File: src/rtl/lcd_bus_arbiter_pkg.sv
// ---------------------------------------------------------------------------
// lcd_pkg
// Shared definitions for the LCD bus arbiter slice.
//   lcd_state_t     : write-sequencer FSM states
//   RS_CMD/RS_CHAR  : register-select encodings on lcd_rs
//   LCD_DEFAULT_CYC : default lcd_en high/low durations in clk cycles
// ---------------------------------------------------------------------------
package lcd_pkg;

    typedef enum logic [1:0] {
        IDLE  = 2'd0,
        SETUP = 2'd1,
        PULSE = 2'd2,
        HOLD  = 2'd3
    } lcd_state_t;

    localparam logic RS_CMD  = 1'b0;
    localparam logic RS_CHAR = 1'b1;

    localparam int LCD_DEFAULT_CYC = 50000;

    localparam int CNT_W = 16;

endpackage

File: src/rtl/lcd_bus_arbiter_if.sv
// ---------------------------------------------------------------------------
// lcd_bus_arbiter_if
// Requester-side handshake plus the LCD pin bundle.
//   req[1:0]       : per-requester write request
//   req_rs[1:0]    : per-requester register select (0 cmd, 1 char)
//   req_data0/1    : per-requester byte
//   ack[1:0]       : one-cycle completion pulse to the granted requester
//   busy           : high from grant through the ack cycle
//   lcd_en/rw/rs   : LCD strobe, read/write (always write), register select
//   lcd_data[7:0]  : LCD data bus
// Modports: master = requesters / LCD observer, slave = the arbiter.
// ---------------------------------------------------------------------------
interface lcd_bus_arbiter_if;

    logic [1:0] req;
    logic [1:0] req_rs;
    logic [7:0] req_data0;
    logic [7:0] req_data1;
    logic [1:0] ack;
    logic       busy;
    logic       lcd_en;
    logic       lcd_rw;
    logic       lcd_rs;
    logic [7:0] lcd_data;

    modport master (
        output req, req_rs, req_data0, req_data1,
        input  ack, busy, lcd_en, lcd_rw, lcd_rs, lcd_data
    );

    modport slave (
        input  req, req_rs, req_data0, req_data1,
        output ack, busy, lcd_en, lcd_rw, lcd_rs, lcd_data
    );

endinterface

File: src/rtl/lcd_bus_arbiter_rr.sv
// ---------------------------------------------------------------------------
// lcd_rr_arbiter
// Two-way grant selection for the LCD bus arbiter.
//   req[1:0] : live request vector
//   gnt_idx  : index of the requester that wins this cycle (valid when
//              any req bit is set)
// With LCD_ROUND_ROBIN_EN defined, a pointer register alternates priority
// on simultaneous requests and adds ports:
//   clk, rst_n : clock and synchronous active-low reset (pointer -> 0)
//   take       : a grant is being accepted this cycle; advance the pointer
// Without the macro, requester 0 always wins and no state exists.
// ---------------------------------------------------------------------------
module lcd_rr_arbiter (
`ifdef LCD_ROUND_ROBIN_EN
    input  logic       clk,
    input  logic       rst_n,
    input  logic       take,
`endif
    input  logic [1:0] req,
    output logic       gnt_idx
);

`ifdef LCD_ROUND_ROBIN_EN
    // ptr names the requester favoured on a tie.
    logic ptr;

    always_ff @(posedge clk) begin
        if (!rst_n) begin
            ptr <= 1'b0;
        end else if (take) begin
            // Favour whoever did not just win, regardless of contention.
            ptr <= ~gnt_idx;
        end
    end

    always_comb begin
        gnt_idx = 1'b0;
        if (req == 2'b11) begin
            gnt_idx = ptr;
        end else begin
            gnt_idx = req[1];
        end
    end
`else
    always_comb begin
        gnt_idx = req[1] & ~req[0];
    end
`endif

endmodule

File: src/rtl/lcd_bus_arbiter.sv
// ---------------------------------------------------------------------------
// lcd_bus_arbiter
// Arbitrates two requesters onto a single HD44780-style LCD write bus and
// sequences each write as SETUP (1 cycle) -> PULSE (EN_HIGH_CYC cycles,
// lcd_en=1) -> HOLD (EN_LOW_CYC cycles, ack in the final cycle) -> IDLE.
// Ports:
//   clk    : system clock, rising edge
//   rst_n  : synchronous active-low reset; aborts any write without ack
//   bus    : lcd_bus_arbiter_if.slave (requests, ack/busy, LCD pins)
// Parameters:
//   EN_HIGH_CYC : lcd_en high time per write, 1..65535
//   EN_LOW_CYC  : lcd_en low time after each pulse, 1..65535
// Configuration macro: LCD_ROUND_ROBIN_EN selects round-robin arbitration
// on simultaneous requests; undefined gives fixed priority to requester 0.
// ---------------------------------------------------------------------------
module lcd_bus_arbiter
    import lcd_pkg::*;
#(
    parameter int EN_HIGH_CYC = LCD_DEFAULT_CYC,
    parameter int EN_LOW_CYC  = LCD_DEFAULT_CYC
) (
    input  logic              clk,
    input  logic              rst_n,
    lcd_bus_arbiter_if.slave  bus
);

    localparam logic [CNT_W-1:0] HIGH_LAST = CNT_W'(EN_HIGH_CYC - 1);
    localparam logic [CNT_W-1:0] LOW_LAST  = CNT_W'(EN_LOW_CYC - 1);
    // Count in HOLD one cycle before the last, where ack gets registered.
    localparam logic [CNT_W-1:0] LOW_PRE   =
        (EN_LOW_CYC >= 2) ? CNT_W'(EN_LOW_CYC - 2) : '0;

    lcd_state_t       state;
    logic [CNT_W-1:0] cnt;
    logic             owner;
    logic [1:0]       owner_ack;
    logic             gnt_idx;
    logic             en_q;
    logic             rs_q;
    logic [7:0]       data_q;
    logic [1:0]       ack_q;
    logic             busy_q;

    lcd_rr_arbiter u_arb (
`ifdef LCD_ROUND_ROBIN_EN
        .clk     (clk),
        .rst_n   (rst_n),
        .take    ((state == IDLE) && (|bus.req)),
`endif
        .req     (bus.req),
        .gnt_idx (gnt_idx)
    );

    assign owner_ack = owner ? 2'b10 : 2'b01;

    always_ff @(posedge clk) begin
        if (!rst_n) begin
            state  <= IDLE;
            cnt    <= '0;
            owner  <= 1'b0;
            en_q   <= 1'b0;
            rs_q   <= RS_CMD;
            data_q <= 8'h00;
            ack_q  <= 2'b00;
            busy_q <= 1'b0;
        end else begin
            case (state)
                IDLE: begin
                    cnt <= '0;
                    if (|bus.req) begin
                        // Latch the winner's payload; requests are not
                        // looked at again until we are back in IDLE.
                        state  <= SETUP;
                        owner  <= gnt_idx;
                        busy_q <= 1'b1;
                        rs_q   <= bus.req_rs[gnt_idx];
                        data_q <= gnt_idx ? bus.req_data1 : bus.req_data0;
                    end
                end

                SETUP: begin
                    state <= PULSE;
                    cnt   <= '0;
                    en_q  <= 1'b1;
                end

                PULSE: begin
                    if (cnt == HIGH_LAST) begin
                        state <= HOLD;
                        cnt   <= '0;
                        en_q  <= 1'b0;
                        // A one-cycle HOLD is itself the ack cycle.
                        if (EN_LOW_CYC == 1) begin
                            ack_q <= owner_ack;
                        end
                    end else begin
                        cnt <= cnt + 1'b1;
                    end
                end

                HOLD: begin
                    if (cnt == LOW_LAST) begin
                        state  <= IDLE;
                        cnt    <= '0;
                        ack_q  <= 2'b00;
                        busy_q <= 1'b0;
                    end else begin
                        cnt <= cnt + 1'b1;
                        if (cnt == LOW_PRE) begin
                            ack_q <= owner_ack;
                        end
                    end
                end

                default: begin
                    state <= IDLE;
                    cnt   <= '0;
                end
            endcase
        end
    end

    assign bus.lcd_en   = en_q;
    assign bus.lcd_rw   = 1'b0;
    assign bus.lcd_rs   = rs_q;
    assign bus.lcd_data = data_q;
    assign bus.ack      = ack_q;
    assign bus.busy     = busy_q;

endmodule

File: src/flat_wrapper.sv
// flat-port wrapper written by rule: the top's interface ports become plain ports
module lcd_bus_arbiter_flat import lcd_pkg::*;
#(
    parameter int EN_HIGH_CYC = LCD_DEFAULT_CYC,
    parameter int EN_LOW_CYC  = LCD_DEFAULT_CYC
)
  (clk, rst_n, bus_req, bus_req_rs, bus_req_data0, bus_req_data1, bus_ack, bus_busy, bus_lcd_en, bus_lcd_rw, bus_lcd_rs, bus_lcd_data);
  lcd_bus_arbiter_if bus_i ();
  input  logic clk;
  input  logic rst_n;
  input wire logic [$bits(bus_i.req)-1:0] bus_req;
  input wire logic [$bits(bus_i.req_rs)-1:0] bus_req_rs;
  input wire logic [$bits(bus_i.req_data0)-1:0] bus_req_data0;
  input wire logic [$bits(bus_i.req_data1)-1:0] bus_req_data1;
  output wire logic [$bits(bus_i.ack)-1:0] bus_ack;
  output wire logic [$bits(bus_i.busy)-1:0] bus_busy;
  output wire logic [$bits(bus_i.lcd_en)-1:0] bus_lcd_en;
  output wire logic [$bits(bus_i.lcd_rw)-1:0] bus_lcd_rw;
  output wire logic [$bits(bus_i.lcd_rs)-1:0] bus_lcd_rs;
  output wire logic [$bits(bus_i.lcd_data)-1:0] bus_lcd_data;
  assign bus_i.req = bus_req;
  assign bus_i.req_rs = bus_req_rs;
  assign bus_i.req_data0 = bus_req_data0;
  assign bus_i.req_data1 = bus_req_data1;
  assign bus_ack = bus_i.ack;
  assign bus_busy = bus_i.busy;
  assign bus_lcd_en = bus_i.lcd_en;
  assign bus_lcd_rw = bus_i.lcd_rw;
  assign bus_lcd_rs = bus_i.lcd_rs;
  assign bus_lcd_data = bus_i.lcd_data;
  lcd_bus_arbiter #(.EN_HIGH_CYC(EN_HIGH_CYC), .EN_LOW_CYC(EN_LOW_CYC)) u_core (.clk(clk), .rst_n(rst_n), .bus(bus_i));
endmodule
File: config.mk
export PLATFORM = sky130hd
export DESIGN_NAME = lcd_bus_arbiter_flat
export DESIGN_NICKNAME = d
export VERILOG_FILES = /design/src/rtl/lcd_bus_arbiter_pkg.sv /design/src/rtl/lcd_bus_arbiter_if.sv /design/src/rtl/lcd_bus_arbiter_rr.sv /design/src/rtl/lcd_bus_arbiter.sv /design/src/flat_wrapper.sv
export SDC_FILE = /design/constraint.sdc
export NUM_CORES = 1
export LEC_CHECK = 0
export ABC_AREA = 1
export CAP_MARGIN = 20
export CORE_MARGIN = 10
export CORE_UTILIZATION = 30
export CTS_BUF_LIST = sky130_fd_sc_hd__clkbuf_2
export DETAILED_ROUTE_END_ITERATION = 6
export DONT_BUFFER_PORTS = 1
export GPL_TIMING_DRIVEN = 0
export PLACE_DENSITY = 0.48
export SLEW_MARGIN = 20
export SYNTH_ARGS = -nofsm -noshare
export SYNTH_HDL_FRONTEND = slang
export SYNTH_SLANG_ARGS = --single-unit
export TNS_END_PERCENT = 1
File: constraint.sdc
create_clock -name clk -period 1.6 [get_ports clk]
set_clock_uncertainty 0.15 [all_clocks]
set_input_delay 0.32 -clock clk [delete_from_list [all_inputs] [get_ports clk]]
set_output_delay 0.32 -clock clk [all_outputs]
set_load 0.03 [all_outputs]
==> impl_metrics.py <==
metrics = {
    "status": {
        "outcome": "completed",
    },
    "layout": {
        "areaGrowthSynthToFinish_pct": 25.6,
        "fill_cells": 542,
        "drive_gt1_frac": 0.170,
        "nets": 281,
        "insertedDiodeCount": 0,
    },
    "critical_path": {
        "crit_end": "u_core.cnt[1]",
        "cp_max_fo": 10,
        "r2r-end": "u_core.cnt[1]",
        "cp_cell_sequence": "ha_2 -> inv_1 -> nor2_4 -> nand3_4 -> nand3_4 -> buf_6 -> nor2_1",
        "cp-startpoint": "u_core.cnt[0]",
        "path_class": "register to register",
        "crit_arrival_ns": 1.69,
        "crit_slowest_cell": "dfxtp_2",
        "rrSetupSlack_ns": 0.04,
        "cp.required_ns": 1.73,
        "max_stage_delay_ns": 0.39,
        "r2r_start": "u_core.cnt[0]",
        "r2r.worst_path.cells": 7,
        "end_kind": "register",
        "cp_common_cell": "nand3_4",
        "critPathLaunchType": "register",
    },
    "synth": {
        "synthCells": 221,
        "synth_seq_cells": 32,
        "synthesis.area_um2": 1650,
        "synth-edff-count": 0,
        "async_flop_share": 0,
        "avgSynthCellArea_um2": 7.46,
        "synthFlopType": "dfxtp_1",
        "synth-seq-area-share": 0.388,
        "syn_nets": 250,
        "ys.warnings.count": 0,
        "synth.distinct_cells": 32,
    },
    "floorplan": {
        "die_area_um2": 8860,
        "start_util": 0.317,
        "num_io_pins": 36,
        "core_area_um2": 5200,
        "die_y_um": 94.1,
        "rows": 26,
        "die_width_um": 94.1,
    },
    "power": {
        "p_per_area_nw_per_um2": 1230,
        "vdd_drop_max_mv": 0.589,
        "p_int_mw": 1.50,
        "power_leakage_nw": 0.746,
        "p_sw_frac": 0.409,
        "pwr-share-clk": 0.221,
        "p_sw_mw": 1.04,
        "p_comb_frac": 0.274,
        "power_frac_seq": 0.504,
    },
    "min_path": {
        "hp-class": "input port to register",
    },
    "sta": {
        "period_share": 0.976,
        "holdWs_ns": 0.159,
        "fmax_ghz": 0.640,
        "grt_setup_unrepaired": "true",
        "slew_viol_final": 0,
        "fin_crit_ns": 1.56,
        "finalHoldViolCount": 0,
        "fin_tns_setup_ns": 0,
        "setup_viol": 0,
    },
    "clock_network": {
        "cts_buffers": 5,
        "path_clk_slew_ns": 0.20,
        "clk_latency_ns": 0.37,
        "tritoncts": "yes",
        "cts_buffer_depth": 2,
        "clock-sinks": 32,
        "cts_root_buf": "clkbuf_2",
        "ctsHtreeMaxLevel": 2,
    },
    "placed_design": {
        "hpwl_mm": 2.92,
        "io_buffers": 0,
        "gp_congestion": 0.767,
    },
    "global_routing": {
        "grt_pass1_vias": 1527,
        "grt_overflow": 0,
        "grt.total_usage": 0.0971,
        "grt_pass1_wl_mm": 6.97,
        "antenna_found_initial": 0,
        "grt_max_degree": 12,
    },
    "detailed_routing": {
        "vias": 1486,
        "drc_errors": 0,
        "via_per_inst": 4.60,
        "drt_wl_total_mm": 4.17,
        "firstDrtPassIters": 4,
        "route.detailed.wl_per_inst_um": 12.9,
        "antenna_left": 0,
        "dr.first_iter.drc_count": 64,
    },
    "run": {
        "maxCapViolCount": 0,
    },
}
power by group through the flow:
stage	combinational [mW]	clock, mW	sequential [mW]
after floorplan	0.446	0	1.25
after global placement	0.548	0	1.30
after detailed placement	0.549	0	1.30
after CTS	0.650	0.588	1.29
after global routing	0.801	0.625	1.31
final	0.698	0.563	1.28
what timing repair did:
item,CTS,global route
pin swaps,1,1
endpoints found under the hold margin,19,0
gates resized for setup,6,6
buffers inserted,2,3
hold buffers,19,0
cloned,0,0
endpoints found under the setup margin,23,27
area by class of cell:
type	count	area (um2)	share of cell area
Buffer	4	27.5	0.0133
Clock buffer	5	25.0	0.0121
Clock inverter	3	42.5	0.0205
Inverter	25	98.8	0.0477
Multi-Input combinational cell	160	916	0.442
Sequential cell	32	647	0.312
Tap cell	70	87.6	0.0423
Timing Repair Buffer	24	228	0.110
synth_stat cells, types with 5 or more instances:
cell | count | share of area
ha_1 | 7 | 0.053
dfxtp_1 | 32 | 0.39
inv_1 | 21 | 0.048
o21ai_0 | 12 | 0.036
xor2_1 | 5 | 0.027
nor2_1 | 24 | 0.055
a21oi_1 | 31 | 0.094
nand2_2 | 5 | 0.019
nand3_1 | 10 | 0.030
nand2_1 | 41 | 0.093
state kept, by name, indices dropped and copies added (netlist names):
| signal | cells |
|---|---|
| u_core.bus.ack | 2 |
| u_core.bus.busy | 1 |
| u_core.bus.lcd_data | 8 |
| u_core.bus.lcd_en | 1 |
| u_core.bus.lcd_rs | 1 |
| u_core.cnt | 16 |
| u_core.owner | 1 |
| u_core.state | 2 |
cells in the final DEF (no fill, tap or decap), types with 2 or more instances in the layout:
cell type and instances:
a21oi_1 31, buf_4 6, clkbuf_2 5, dfxtp_1 27, dfxtp_2 5, dlygate4sd3_1 19, ha_1 5, inv_1 21
inv_2 2, nand2_1 41, nand2_2 5, nand3_1 10, nand3_4 2, nand4_1 3, nor2_1 24, nor2_4 2
nor3_1 3, nor3_2 3, o21ai_0 12, or2_0 2, xnor2_1 2, xor2_1 5
metrics by stage:
step | instance area (um2) | utilization | instances | worst slack [ns] | total power, mW
floorplan | 1650 | - | 221 | 0.0474 | 1.70
global placement | 1740 | 0.334 | 291 | -0.295 | 1.85
detailed placement | 1740 | 0.334 | 291 | -0.294 | 1.85
CTS | 2030 | 0.390 | 320 | 0.00313 | 2.53
global route | 2070 | 0.398 | 323 | -0.0488 | 2.74
finish | 2070 | 0.398 | 323 | 0.0386 | 2.55
per-layer routing:
| metal | up-vias | GRT usage | routed length, um |
|---|---|---|---|
| met5 | - | 0 | 0 |
| met4 | 0 | 0.0342 | 44 |
| met3 | 5 | 0.0424 | 271 |
| met2 | 28 | 0.154 | 1920 |
| met1 | 676 | 0.113 | 1940 |
| li1 | 777 | - | - |
critical path: cells and delay by family (launching register included):
| family | cells | cell delay (ns) |
|---|---|---|
| buf+inv | 2 | 0.23 |
| simple gates | 4 | 0.52 |
| fa+ha+maj | 1 | 0.20 |
| flops | 1 | 0.39 |
logic make-up after synthesis:
family,synth area share
AO/OA/AOI/OAI,0.149
AND/OR/NAND/NOR,0.296
XOR/XNOR,0.0372
adder cells (fa/ha/maj),0.0531
other,0.00227
buffers and inverters,0.0736
flip-flops,0.388
worst min path at each step:
stage	from	slack (ns)	endpoint	cells past startpoint
after floorplan	u_core.cnt[0]	0.29	u_core.cnt[0]	1
after global placement	u_core.cnt[0]	0.32	u_core.cnt[0]	1
after detailed placement	u_core.cnt[0]	0.33	u_core.cnt[0]	1
after CTS	bus_req[0]	0.12	u_core.bus.lcd_data[7]	4
after global routing	bus_req[0]	0.15	u_core.bus.lcd_rs	4
final	bus_req[0]	0.16	u_core.owner	4
No activity file was read; power rests on OpenSTA's default activity.
